--- src/rtl/lifo_pkg.sv ---
// Shared definitions for the arbitrated LIFO: default sizes, op encoding
// and controller states.
package lifo_pkg;

    localparam int LIFO_WIDTH = 4;
    localparam int LIFO_DEPTH = 4;

    typedef enum logic {
        PUSH = 1'b0,
        POP  = 1'b1
    } op_e;

    typedef enum logic {
        IDLE  = 1'b0,
        FLUSH = 1'b1
    } state_e;

endpackage

--- src/rtl/lifo_core.sv ---
// Stack storage with occupancy counter and empty/full status.
// Entries above the top are always held at zero.
module lifo_core
    import lifo_pkg::*;
#(
    parameter int WIDTH = LIFO_WIDTH,
    parameter int DEPTH = LIFO_DEPTH,
    localparam int AW = $clog2(DEPTH),
    localparam int LW = AW + 1
) (
    input  logic             clk,
    input  logic             Rst,
    input  logic             push_i,
    input  logic             pop_i,
    input  logic [WIDTH-1:0] din_i,
    input  logic             clr_i,
    input  logic [AW-1:0]    clr_idx_i,
    input  logic             clr_lvl_i,
    output logic [WIDTH-1:0] top_o,
    output logic [LW-1:0]    level_o,
    output logic             empty_o,
    output logic             full_o
);

    logic [WIDTH-1:0] mem_q [DEPTH];
    logic [LW-1:0]    level_q;
    logic [LW-1:0]    level_d;
    logic [LW-1:0]    top_l;
    logic [AW-1:0]    top_idx;
    logic [AW-1:0]    wr_idx;

    assign top_l   = level_q - LW'(1);
    assign top_idx = top_l[AW-1:0];
    assign wr_idx  = level_q[AW-1:0];

    always_comb begin
        level_d = level_q;
        if (clr_lvl_i) begin
            level_d = '0;
        end else if (push_i) begin
            level_d = level_q + LW'(1);
        end else if (pop_i) begin
            level_d = level_q - LW'(1);
        end
    end

    always_ff @(posedge clk or negedge Rst) begin
        if (!Rst) begin
            level_q <= '0;
            for (int i = 0; i < DEPTH; i++) begin
                mem_q[i] <= '0;
            end
        end else begin
            level_q <= level_d;
            if (clr_i) begin
                mem_q[clr_idx_i] <= '0;
            end
            if (push_i) begin
                mem_q[wr_idx] <= din_i;
            end
            if (pop_i) begin
                mem_q[top_idx] <= '0;
            end
        end
    end

    assign top_o   = mem_q[top_idx];
    assign level_o = level_q;
    assign empty_o = (level_q == '0);
    assign full_o  = (level_q == LW'(DEPTH));

endmodule

--- src/rtl/lifo_arbiter.sv ---
// Two-port round-robin front end for a LIFO, with a sequential flush
// that zeroes one entry per cycle and a saturating reject counter.
module lifo_arbiter
    import lifo_pkg::*;
#(
    parameter int WIDTH = LIFO_WIDTH,
    parameter int DEPTH = LIFO_DEPTH,
    localparam int AW = $clog2(DEPTH),
    localparam int LW = AW + 1
) (
    input  logic             clk,
    input  logic             Rst,
    input  logic             req0,
    input  logic             req1,
    input  logic             rw0,
    input  logic             rw1,
    input  logic [WIDTH-1:0] din0,
    input  logic [WIDTH-1:0] din1,
    input  logic             flush,
    output logic             gnt0,
    output logic             gnt1,
    output logic             err0,
    output logic             err1,
    output logic [WIDTH-1:0] dout,
    output logic             dvalid0,
    output logic             dvalid1,
    output logic             empty,
    output logic             full,
    output logic [LW-1:0]    level,
    output logic             busy,
    output logic [7:0]       err_cnt
);

    localparam logic [AW-1:0] CNT_LAST = AW'(DEPTH - 1);

    state_e           state_q, state_d;
    logic [AW-1:0]    cnt_q, cnt_d;
    logic             last_q, last_d;
    logic [1:0]       gnt_q, gnt_d;
    logic [1:0]       err_q, err_d;
    logic [1:0]       dv_q, dv_d;
    logic [WIDTH-1:0] dout_q, dout_d;
    logic [7:0]       ecnt_q, ecnt_d;

    logic             m0, m1, sel1, ok;
    op_e              op;
    logic [WIDTH-1:0] wdata;
    logic [WIDTH-1:0] top;
    logic             push, pop, clr, clr_lvl;
    logic             is_empty, is_full;

    // A port in its grant cycle is masked; last_q=1 means port 1 won last.
    assign m0    = req0 & ~gnt_q[0];
    assign m1    = req1 & ~gnt_q[1];
    assign sel1  = m1 & (~m0 | ~last_q);
    assign op    = sel1 ? op_e'(rw1) : op_e'(rw0);
    assign wdata = sel1 ? din1 : din0;
    assign ok    = (op == POP) ? ~is_empty : ~is_full;

    always_comb begin
        state_d = state_q;
        cnt_d   = cnt_q;
        last_d  = last_q;
        gnt_d   = '0;
        err_d   = '0;
        dv_d    = '0;
        dout_d  = '0;
        ecnt_d  = ecnt_q;
        push    = 1'b0;
        pop     = 1'b0;
        clr     = 1'b0;
        clr_lvl = 1'b0;
        unique case (state_q)
            IDLE: begin
                if (flush) begin
                    state_d = FLUSH;
                    cnt_d   = '0;
                end else if (m0 | m1) begin
                    last_d      = sel1;
                    gnt_d[sel1] = 1'b1;
                    if (ok) begin
                        push       = (op == PUSH);
                        pop        = (op == POP);
                        dv_d[sel1] = (op == POP);
                        dout_d     = (op == POP) ? top : '0;
                    end else begin
                        err_d[sel1] = 1'b1;
                        if (ecnt_q != 8'hFF) begin
                            ecnt_d = ecnt_q + 8'd1;
                        end
                    end
                end
            end
            FLUSH: begin
                clr   = 1'b1;
                cnt_d = cnt_q + AW'(1);
                if (cnt_q == CNT_LAST) begin
                    clr_lvl = 1'b1;
                    cnt_d   = '0;
                    state_d = IDLE;
                end
            end
            default: state_d = IDLE;
        endcase
    end

    always_ff @(posedge clk or negedge Rst) begin
        if (!Rst) begin
            state_q <= IDLE;
            cnt_q   <= '0;
            last_q  <= 1'b1;
            gnt_q   <= '0;
            err_q   <= '0;
            dv_q    <= '0;
            dout_q  <= '0;
            ecnt_q  <= '0;
        end else begin
            state_q <= state_d;
            cnt_q   <= cnt_d;
            last_q  <= last_d;
            gnt_q   <= gnt_d;
            err_q   <= err_d;
            dv_q    <= dv_d;
            dout_q  <= dout_d;
            ecnt_q  <= ecnt_d;
        end
    end

    lifo_core #(
        .WIDTH(WIDTH),
        .DEPTH(DEPTH)
    ) u_core (
        .clk      (clk),
        .Rst      (Rst),
        .push_i   (push),
        .pop_i    (pop),
        .din_i    (wdata),
        .clr_i    (clr),
        .clr_idx_i(cnt_q),
        .clr_lvl_i(clr_lvl),
        .top_o    (top),
        .level_o  (level),
        .empty_o  (is_empty),
        .full_o   (is_full)
    );

    assign gnt0    = gnt_q[0];
    assign gnt1    = gnt_q[1];
    assign err0    = err_q[0];
    assign err1    = err_q[1];
    assign dvalid0 = dv_q[0];
    assign dvalid1 = dv_q[1];
    assign dout    = dout_q;
    assign empty   = is_empty;
    assign full    = is_full;
    assign busy    = (state_q == FLUSH);
    assign err_cnt = ecnt_q;

endmodule

--- config.mk ---
export PLATFORM = sky130hd
export DESIGN_NAME = lifo_arbiter
export DESIGN_NICKNAME = d
export VERILOG_FILES = /design/src/rtl/lifo_pkg.sv /design/src/rtl/lifo_core.sv /design/src/rtl/lifo_arbiter.sv
export SDC_FILE = /design/constraint.sdc
export NUM_CORES = 1
export LEC_CHECK = 0
export CORE_AREA = 2 2 57 98
export CTS_CLUSTER_DIAMETER = 200
export CTS_CLUSTER_SIZE = 12
export DETAILED_ROUTE_END_ITERATION = 8
export DIE_AREA = 0 0 59 100
export GPL_TIMING_DRIVEN = 1
export PLACE_DENSITY = 0.69
export SLEW_MARGIN = 30
export SYNTH_ARGS = -nofsm -noshare
export SYNTH_HDL_FRONTEND = slang
export SYNTH_SLANG_ARGS = --single-unit
export TNS_END_PERCENT = 20
--- constraint.sdc ---
create_clock -name clk -period 2.3 [get_ports clk]
set_clock_uncertainty 0.15 [all_clocks]
set_input_delay 0.23 -clock clk [delete_from_list [all_inputs] [get_ports clk]]
set_output_delay 0.23 -clock clk [all_outputs]
set_load 0.005 [all_outputs]
==> results of run 1 <==
-- final timing paths --
check | start | to | slack, ns | depth (start not counted)
worst max-delay path | u_core.level_o[1] | empty | 0.09 | 5
worst min-delay path | Rst | err_q[0] | 0.30 | 2
worst max register to register | u_core.level_o[0] | u_core.mem_q[0] | 0.19 | 8
worst min register to register | err_cnt[5] | err_cnt[5] | 0.34 | 1
max in group asynchronous | Rst | last_q | 1.34 | 2
min in group clk | err_cnt[5] | err_cnt[5] | 0.34 | 1
-- cell families (layout without fill, tap and decap cells) --
| kind of cell | count (synthesis) | count (layout) | synth area share |
|---|---|---|---|
| and+or+nand+nor | 79 | 79 | 0.1872 |
| adders and majority gates | 13 | 13 | 0.07353 |
| buffers and inverters | 16 | 69 | 0.03337 |
| muxes | 15 | 15 | 0.09559 |
| AOI/OAI and AO/OA | 40 | 40 | 0.1143 |
| DFF | 41 | 41 | 0.4644 |
| xor gates and xnor gates | 8 | 8 | 0.03168 |
-- critical path, stage by stage, from the launching register on --
cell and delay [ns]:
dfrtp_1 0.39, inv_2 0.10, ha_2 0.21, nor2b_2 0.20, buf_4 0.15, clkdlybuf4s50_1 0.49
-- power by group --
group          internal, mW  switching, mW  leakage (nW)  total [mW]
logic                 0.531          0.566         0.753        1.10
registers             0.855         0.0997         0.550       0.955
clock network         0.237          0.248        0.0433       0.486
-- metrics by stage --
step	power [mW]	hold slack, ns	cells	setup slack, ns
after floorplan	1.615	-0.2156	212	0.01269
after global placement	2.045	0.2577	312	0.05942
after detailed placement	2.057	0.2680	312	-0.01017
after CTS	2.546	0.3479	320	0.004246
after global routing	2.721	0.3401	320	0.04223
final	2.538	0.2996	320	0.08870
-- metal layers --
metal / GRT usage / up-vias
met1: 0.1998 / 836
met4: 0.05245 / 0
met5: 0 / -
li1: - / 844
met2: 0.3188 / 49
met3: 0.03995 / 5
-- cell type report --
| type | count | area (µm²) | share of cell area |
|---|---|---|---|
| Tap cell | 55 | 68.82 | 0.02419 |
| Inverter | 8 | 30.03 | 0.01055 |
| Clock buffer | 6 | 82.58 | 0.02902 |
| Clock inverter | 1 | 7.507 | 0.002639 |
| Multi-Input combinational cell | 155 | 1116 | 0.3923 |
| Sequential cell | 41 | 1027 | 0.3610 |
| Timing Repair Buffer | 54 | 513.0 | 0.1803 |
-- repair_timing --
| item | 4_1_cts | 5_1_grt |
|---|---|---|
| hold endpoints to repair | 40 | 0 |
| resized for setup | 1 | 3 |
| hold buffers | 1 | 0 |
| cloned | 0 | 0 |
| pin swaps | 0 | 0 |
| setup endpoints to repair | 1 | 4 |
-- cells in the final DEF, fill, tap and decap left out, types with 5 or more instances in the layout --
cell type / instances
nor3_1: 5
inv_1: 6
ha_1: 12
nand2_1: 21
clkdlybuf4s50_1: 37
mux2i_1: 5
nor2_1: 21
a31oi_1: 8
clkbuf_8: 6
xor2_1: 5
mux2_2: 5
a21oi_1: 15
and3_1: 5
nand3_1: 8
buf_4: 15
dfrtp_1: 40
-- sequential cells by signal, summed over array words and instances, names as in the netlist --
name	flops
err_q	2
cnt_q	2
u_core.mem_q	16
gnt_q	2
busy	1
dout	4
u_core.level_o	3
last_q	1
dv_q	2
err_cnt	8
==> results.ini, run 1 <==
[status]
status=finished, final reports clean

[finish]
nFillCells=465
areaGrowthSynthToFinish_pct=28.62
stdcell_area_mm2=0.002845
drive_gt1_frac=0.1660
antenna_cells=0
utilization=0.5506
finalNetCount=293

[timing]
hold_viol=0
setup-tns-final_ns=0
period_share=0.9614
layout_min_cycle_time_ns=2.211
slew_viol_final=0
setup_violations=0
rsz0062_at_grt=false
max_freq_mhz=452.2
maxSlewHeadroom=0.6587
tightest_slew_ns=0.5119

[synthesis]
synth_warnings=0
synth_most_common_cell=dfrtp_1
ys_seq_elements=41
synthFlopType=dfrtp_1
synthTopCellsByArea=dfrtp_1 (45%), ha_1 (7.4%), mux4_2 (4.1%)
synth_top_area_frac=0.4525
syn_area_per_cell_um2=10.43
synthDistinctLibCells=41
synthArstFlopShare=1.000
synthCells=212
synth_common_cells=dfrtp_1 (40), nand2_1 (21), nor2_1 (21)
syn_area_mm2=0.002212
syn-num-nets=240
yosys.area.top_type=dfrtp_1
synth-edff-count=0
synth_seq_area_share=0.4644

[drt]
routed_wl_um=4826
drc_errors=0
wl_met1_um=1884
ant_nets=0
wl_met3_um=181
top_layer_used=met4
wl_per_cell_um=15.08
first_pass_iters=5
vias=1734
met2_length_um=2691
drt_iter0_markers=45
avgViaCountPerCell=5.419

[worst_setup_path]
crit_path_start_kind=flip-flop
crit_type=reg -> out
crit_fanout=4
cp.arrival_ns=1.83
crit_path_end_kind=output pin
required_ns=1.92

[clocking]
cts.clk_slew.worst_paths_ns=0.08
clock_path_buffers=2
clkSinkCount=41
htree_num_levels=2
cts_tree=yes
cts-root-buf=clkbuf_8
clk_latency_ns=0.29
numCtsBuffers=5
postCtsSetupBuffers=0

[placement]
port_buffers=38
hpwl_um=3694
gp_congestion=0.8110
placed_area_mm2=0.002738

[run]
drv_cap=0

[global_route]
grt_pass1_wl_um=7900
antenna_found_initial=0
grtUsageTotal=0.1763
grt_pass1_vias=1655
grt_max_degree=42
grt.overflow.total=0

[pwr]
powerDensity_mw_per_mm2=892.0
p_leak_nw=1.347
peakVddDrop_uv=433.8

[die]
rows=35
initial_utilization=0.4281
fp.dieH_um=100
coreArea_mm2=0.005167
die_area_mm2=0.005900
dieWidth_um=59
io_pins=39

[min_path]
min_path_type=in -> async

(Power assumes the default switching activity.)
==> inputs of run 2 (changes only) <==
CORE_AREA = 2 2 55 96   (was 2 2 57 98)
DIE_AREA = 0 0 57 98   (was 0 0 59 100)
PLACE_DENSITY = 0.73   (was 0.69)
==> run 2 against run 1 <==
  * Total power increased by 5.5%
  * Non-clock buffer count decreased by 2
  * Cell count decreased by 0.63%
  * Final area increased by 0.70%
  * Sequential power about the same
  * Clock power increased by 24%
  * Routed wire length decreased by 1.3%
  * First-iteration DRC count increased by 27%
  * Critical path type unchanged
  * Critical endpoint unchanged
  * Highest routed layer unchanged
==> results.ini, run 2 (synthesis gave the netlist of run 1 again) <==
[placement]
gp_congestion=0.8046
hpwl_um=3589
post-place-ws_ns=-0.01838
port_buffers=38

[pwr]
peakVddDrop_uv=742.0
p_leak_nw=1.353
total_power_mw=2.678
powerDensity_mw_per_mm2=934.8

[die]
rows=34
coreArea_mm2=0.004850
die_area_mm2=0.005586
initial_utilization=0.4561
dieWidth_um=57
fp.dieH_um=98
io_pins=39

[worst_setup_path]
crit_fanout=5
r2r_cells=8
crit_type=reg -> out
required_ns=1.92
rrSetupSlack_ns=0.19
regToRegStartpoint=u_core.level_o[1]
cp.arrival_ns=1.82
crit_path_start_kind=flip-flop
r2r-end=u_core.mem_q[2]
startpoint=u_core.level_o[1]
crit_path_end_kind=output pin

[clocking]
clock_path_buffers=2
cts-root-buf=clkbuf_8
clkSinkCount=41
clk_latency_ns=0.29
htree_num_levels=2
cts.clk_slew.worst_paths_ns=0.08
cts_tree=yes
numCtsBuffers=5
postCtsSetupBuffers=0

[timing]
max_freq_mhz=455.1
slew_viol_final=0
worst_slack_ns=0.1029
period_share=0.9553
maxSlewHeadroom=0.6608
hold_viol=0
rsz0062_at_grt=false
tightest_slew_ns=0.5088
setup_violations=0
layout_min_cycle_time_ns=2.197

[finish]
final_cell_mix=dfrtp_1 (40), clkdlybuf4s50_1 (37), nand2_1 (21), nor2_1 (21), a21oi_1 (15)
areaGrowthSynthToFinish_pct=29.52
antenna_cells=0
mostFrequentLayoutCell=dfrtp_1
utilization=0.5908
finalNetCount=291
drive_gt1_frac=0.1553
largest_reg_flops=16
regMostFlops=u_core.mem_q

[drt]
routed_wl_um=4762
first_pass_iters=4
avgViaCountPerCell=5.469
drc_errors=0
vias=1739
drt_iter0_markers=57
wl_per_cell_um=14.97
ant_nets=0

[global_route]
grtUsageTotal=0.1755
grt_pass1_vias=1661
grt_pass1_wl_um=7679
grt.overflow.total=0
antenna_found_initial=0
grt_max_degree=42

[min_path]
min_path_type=in -> async

[status]
status=finished, final reports clean

[run]
drv_cap=0

run 2: changes by cell type in the layout (fill, tap and decap cells not counted):
cell        before  now
buf_4           15   13
bufinv_16        0    1
clkbuf_1         0    1
clkinvlp_4       1    0
ha_2             1    0
ha_4             0    1
inv_1            6    7
inv_2            2    1
run 2: area by class of cell:
class                           count  area (µm²)
Tap cell                           54       67.56
Multi-Input combinational cell    155        1126
Clock buffer                        7       86.33
Fill cell                         437        1984
Sequential cell                    41        1027
Timing Repair Buffer               52       498.0
Clock inverter                      1       30.03
Inverter                            8       30.03
run 2: where the power goes:
group	internal (mW)	total (mW)	switching, mW	leakage (nW)
clock	0.354	0.601	0.247	0.0585
sequential	0.856	0.958	0.102	0.550
combinational	0.548	1.12	0.572	0.744
run 2: worst max-delay path by stage:
stage               cells past startpoint  slack (ns)              end
finish                                  5        0.10            empty
global route                            5        0.01            empty
CTS                                     5        0.01            empty
detailed placement                      7       -0.02  u_core.mem_q[2]
global placement                        7        0.03  u_core.mem_q[0]
floorplan                              10        0.01       err_cnt[7]
run 2: timing repair:
item	CTS	global route
hold endpoints to repair	40	0
endpoints found under the setup margin	0	3
hold buffers	1	0
resized for setup	0	4
run 2: critical path, stage by stage, from the launching register on:
cell and delay, ns:
dfrtp_1 0.39, inv_1 0.16, ha_4 0.18, nor2b_2 0.15, buf_4 0.14, clkdlybuf4s50_1 0.50
run 2: metal layers:
layer,vias to the layer above,GRT usage,part of all wire
met5,-,0,0
met4,0,0.06440,0.023
met2,44,0.3218,0.57
met3,9,0.02781,0.027
met1,846,0.1983,0.38
li1,840,-,-
run 2: stage by stage:
step	cell area (µm²)	cells	hold WS (ns)	setup TNS (ns)
detailed placement	2721	309	0.2668	-0.03941
global placement	2721	309	0.2553	0
CTS	2848	318	0.3438	0
global route	2865	318	0.3427	0
finish	2865	318	0.2890	0
floorplan	2226	212	-0.2156	0
==> inputs of run 3 (changes only) <==
CORE_AREA = 2 2 54 94   (was 2 2 55 96)
CTS_BUF_LIST = sky130_fd_sc_hd__clkbuf_4   (was default)
DIE_AREA = 0 0 56 96   (was 0 0 57 98)
PLACE_DENSITY = 0.78   (was 0.73)
==> run 3 against run 2 <==
  * Utilization is 2.7 points higher
  * Final area is 0.35% lower
  * Sequential power is 0.4% higher
  * Hold slack worse by 0.18 ns
  * Critical endpoint is now u_core.mem_q[1]
  * Highest routed layer unchanged
  * Die area is 3.8% lower
  * Non-clock buffer count is 5 higher
  * Clock-buffer cell count is 1 lower
  * Global-route usage is 1.5 points higher
  * Via count is 2.3% higher
==> results.ini, run 3 (synthesis gave the netlist of run 1 again) <==
[finish]
final_cell_mix=dfrtp_1 (40), clkdlybuf4s50_1 (36), nand2_1 (21), nor2_1 (21), buf_4 (16)
areaGrowthSynthToFinish_pct=29.07
largest_reg_flops=16
utilization=0.6174
stdcell_count=322
drive_gt1_frac=0.1747
regMostFlops=u_core.mem_q
mostFrequentLayoutCell=dfrtp_1
finalNetCount=296

[worst_setup_path]
r2r-end=u_core.mem_q[1]
crit_end=u_core.mem_q[1]
cp.arrival_ns=2.29
regToRegStartpoint=u_core.level_o[0]
crit_type=reg -> reg
slowest_delay_ns=0.38
required_ns=2.44
slowest_stage=dfrtp_1
r2r_cells=8
rrSetupSlack_ns=0.15
crit_path_end_kind=flip-flop
crit_path_start_kind=flip-flop
worstPathCellList=inv_2 -> ha_2 -> nand2_1 -> inv_1 -> a211oi_1 -> and3_1 -> mux2_2 -> a21oi_1
crit_fanout=6
startpoint=u_core.level_o[0]

[placement]
gp_congestion=0.8344
dp.cells=310
post-place-ws_ns=-0.01790
hpwl_um=3628
port_buffers=38

[timing]
maxSlewHeadroom=0.7600
max_freq_mhz=465.2
rsz0062_at_grt=false
layout_min_cycle_time_ns=2.149
hold_viol=0
setup_violations=0
worst_slack_ns=0.1505
tightest_slew_ns=0.3500
slew_viol_final=0
fin_hold_ws_ns=0.1117
period_share=0.9346

[die]
dieWidth_um=56
initial_utilization=0.4784
coreArea_mm2=0.004624
io_pins=39
die_area_mm2=0.005376
rows=33
fp.dieH_um=96

[drt]
top_layer_used=met4
drt_iter0_markers=82
ant_nets=0
wl_met3_um=179
avgViaCountPerCell=5.525
wl_per_cell_um=15.14
drc_errors=0
vias=1779
wl_met1_um=1839
first_pass_iters=5
met2_length_um=2730
routed_wl_um=4876

[clocking]
cts.clk_slew.worst_paths_ns=0.12
clkSinkCount=41
cts_tree=yes
clk_latency_ns=0.36
htree_num_levels=2
numCtsBuffers=5
clock_path_buffers=2
cts-root-buf=clkbuf_4

[global_route]
grt_max_degree=31
antenna_found_initial=1
grt.overflow.total=0
grtUsageTotal=0.1904
grt_pass1_vias=1746
grt_pass1_wl_um=7866

[status]
status=finished, final reports clean

[run]
drv_cap=0

[min_path]
min_path_type=in -> async

[pwr]
p_leak_nw=1.361
total_power_mw=2.566
powerDensity_mw_per_mm2=898.8
peakVddDrop_uv=778.2

[run 3: cell count changes in the layout (fill, tap and decap cells not counted), sizes merged]
cell	delta
buf	+5
clkbuf	-1
clkdlybuf4s50	-1
clkinv	+1
diode	+1
dlygate4sd2	+1
[run 3: power breakdown]
group | leakage (nW) | internal, mW | switching (mW)
clock | 0.0433 | 0.238 | 0.243
sequential | 0.550 | 0.855 | 0.108
combinational | 0.767 | 0.546 | 0.577
total | 1.36 | 1.64 | 0.927
[run 3: worst min-delay path by stage]
| stage | start | end | cells past startpoint |
|---|---|---|---|
| after floorplan | Rst | busy | 0 |
| after global placement | Rst | dv_q[0] | 1 |
| after detailed placement | Rst | err_q[1] | 1 |
| after CTS | Rst | err_q[1] | 2 |
| after global routing | Rst | busy | 2 |
| final | Rst | dv_q[0] | 2 |
[run 3: timing repair]
action	4_1_cts	5_1_grt
hold buffers	1	0
gates resized for setup	6	0
endpoints found under the hold margin	41	0
setup endpoints to repair	1	0
buffers inserted	2	0
[run 3: critical path, delay by kind of cell, from the launching register on]
kind | cells | cell delay, ns
AO/OA/AOI/OAI | 2 | 0.40
adder cells (fa/ha/maj) | 1 | 0.19
buffers and inverters | 2 | 0.13
flip-flops | 1 | 0.38
multiplexers | 1 | 0.37
AND/OR/NAND/NOR | 2 | 0.45
[run 3: area by class of cell]
class                      instances  area [µm²]
clock inverter                     2       33.78
inverter                           8       30.03
multi-input combinational        155        1116
fill                             393        1769
sequential                        41        1027
timing repair buffer              57       535.5
clock buffer                       6       45.04
tap                               52       65.06
antenna                            1       2.502
[run 3: through the flow]
stage          setup TNS [ns]  cell area, µm²
2_1_floorplan               0            2226
3_3_place_gp                0            2741
3_5_place_dp         -0.03350            2741
4_1_cts                     0            2853
5_1_grt                     0            2855
6_report                    0            2855
[run 3: metal layers]
layer	vias to the layer above	track usage
met2	53	0.3676
met5	-	0
met4	0	0.09921
met1	864	0.1943
li1	852	-
met3	10	0.02823
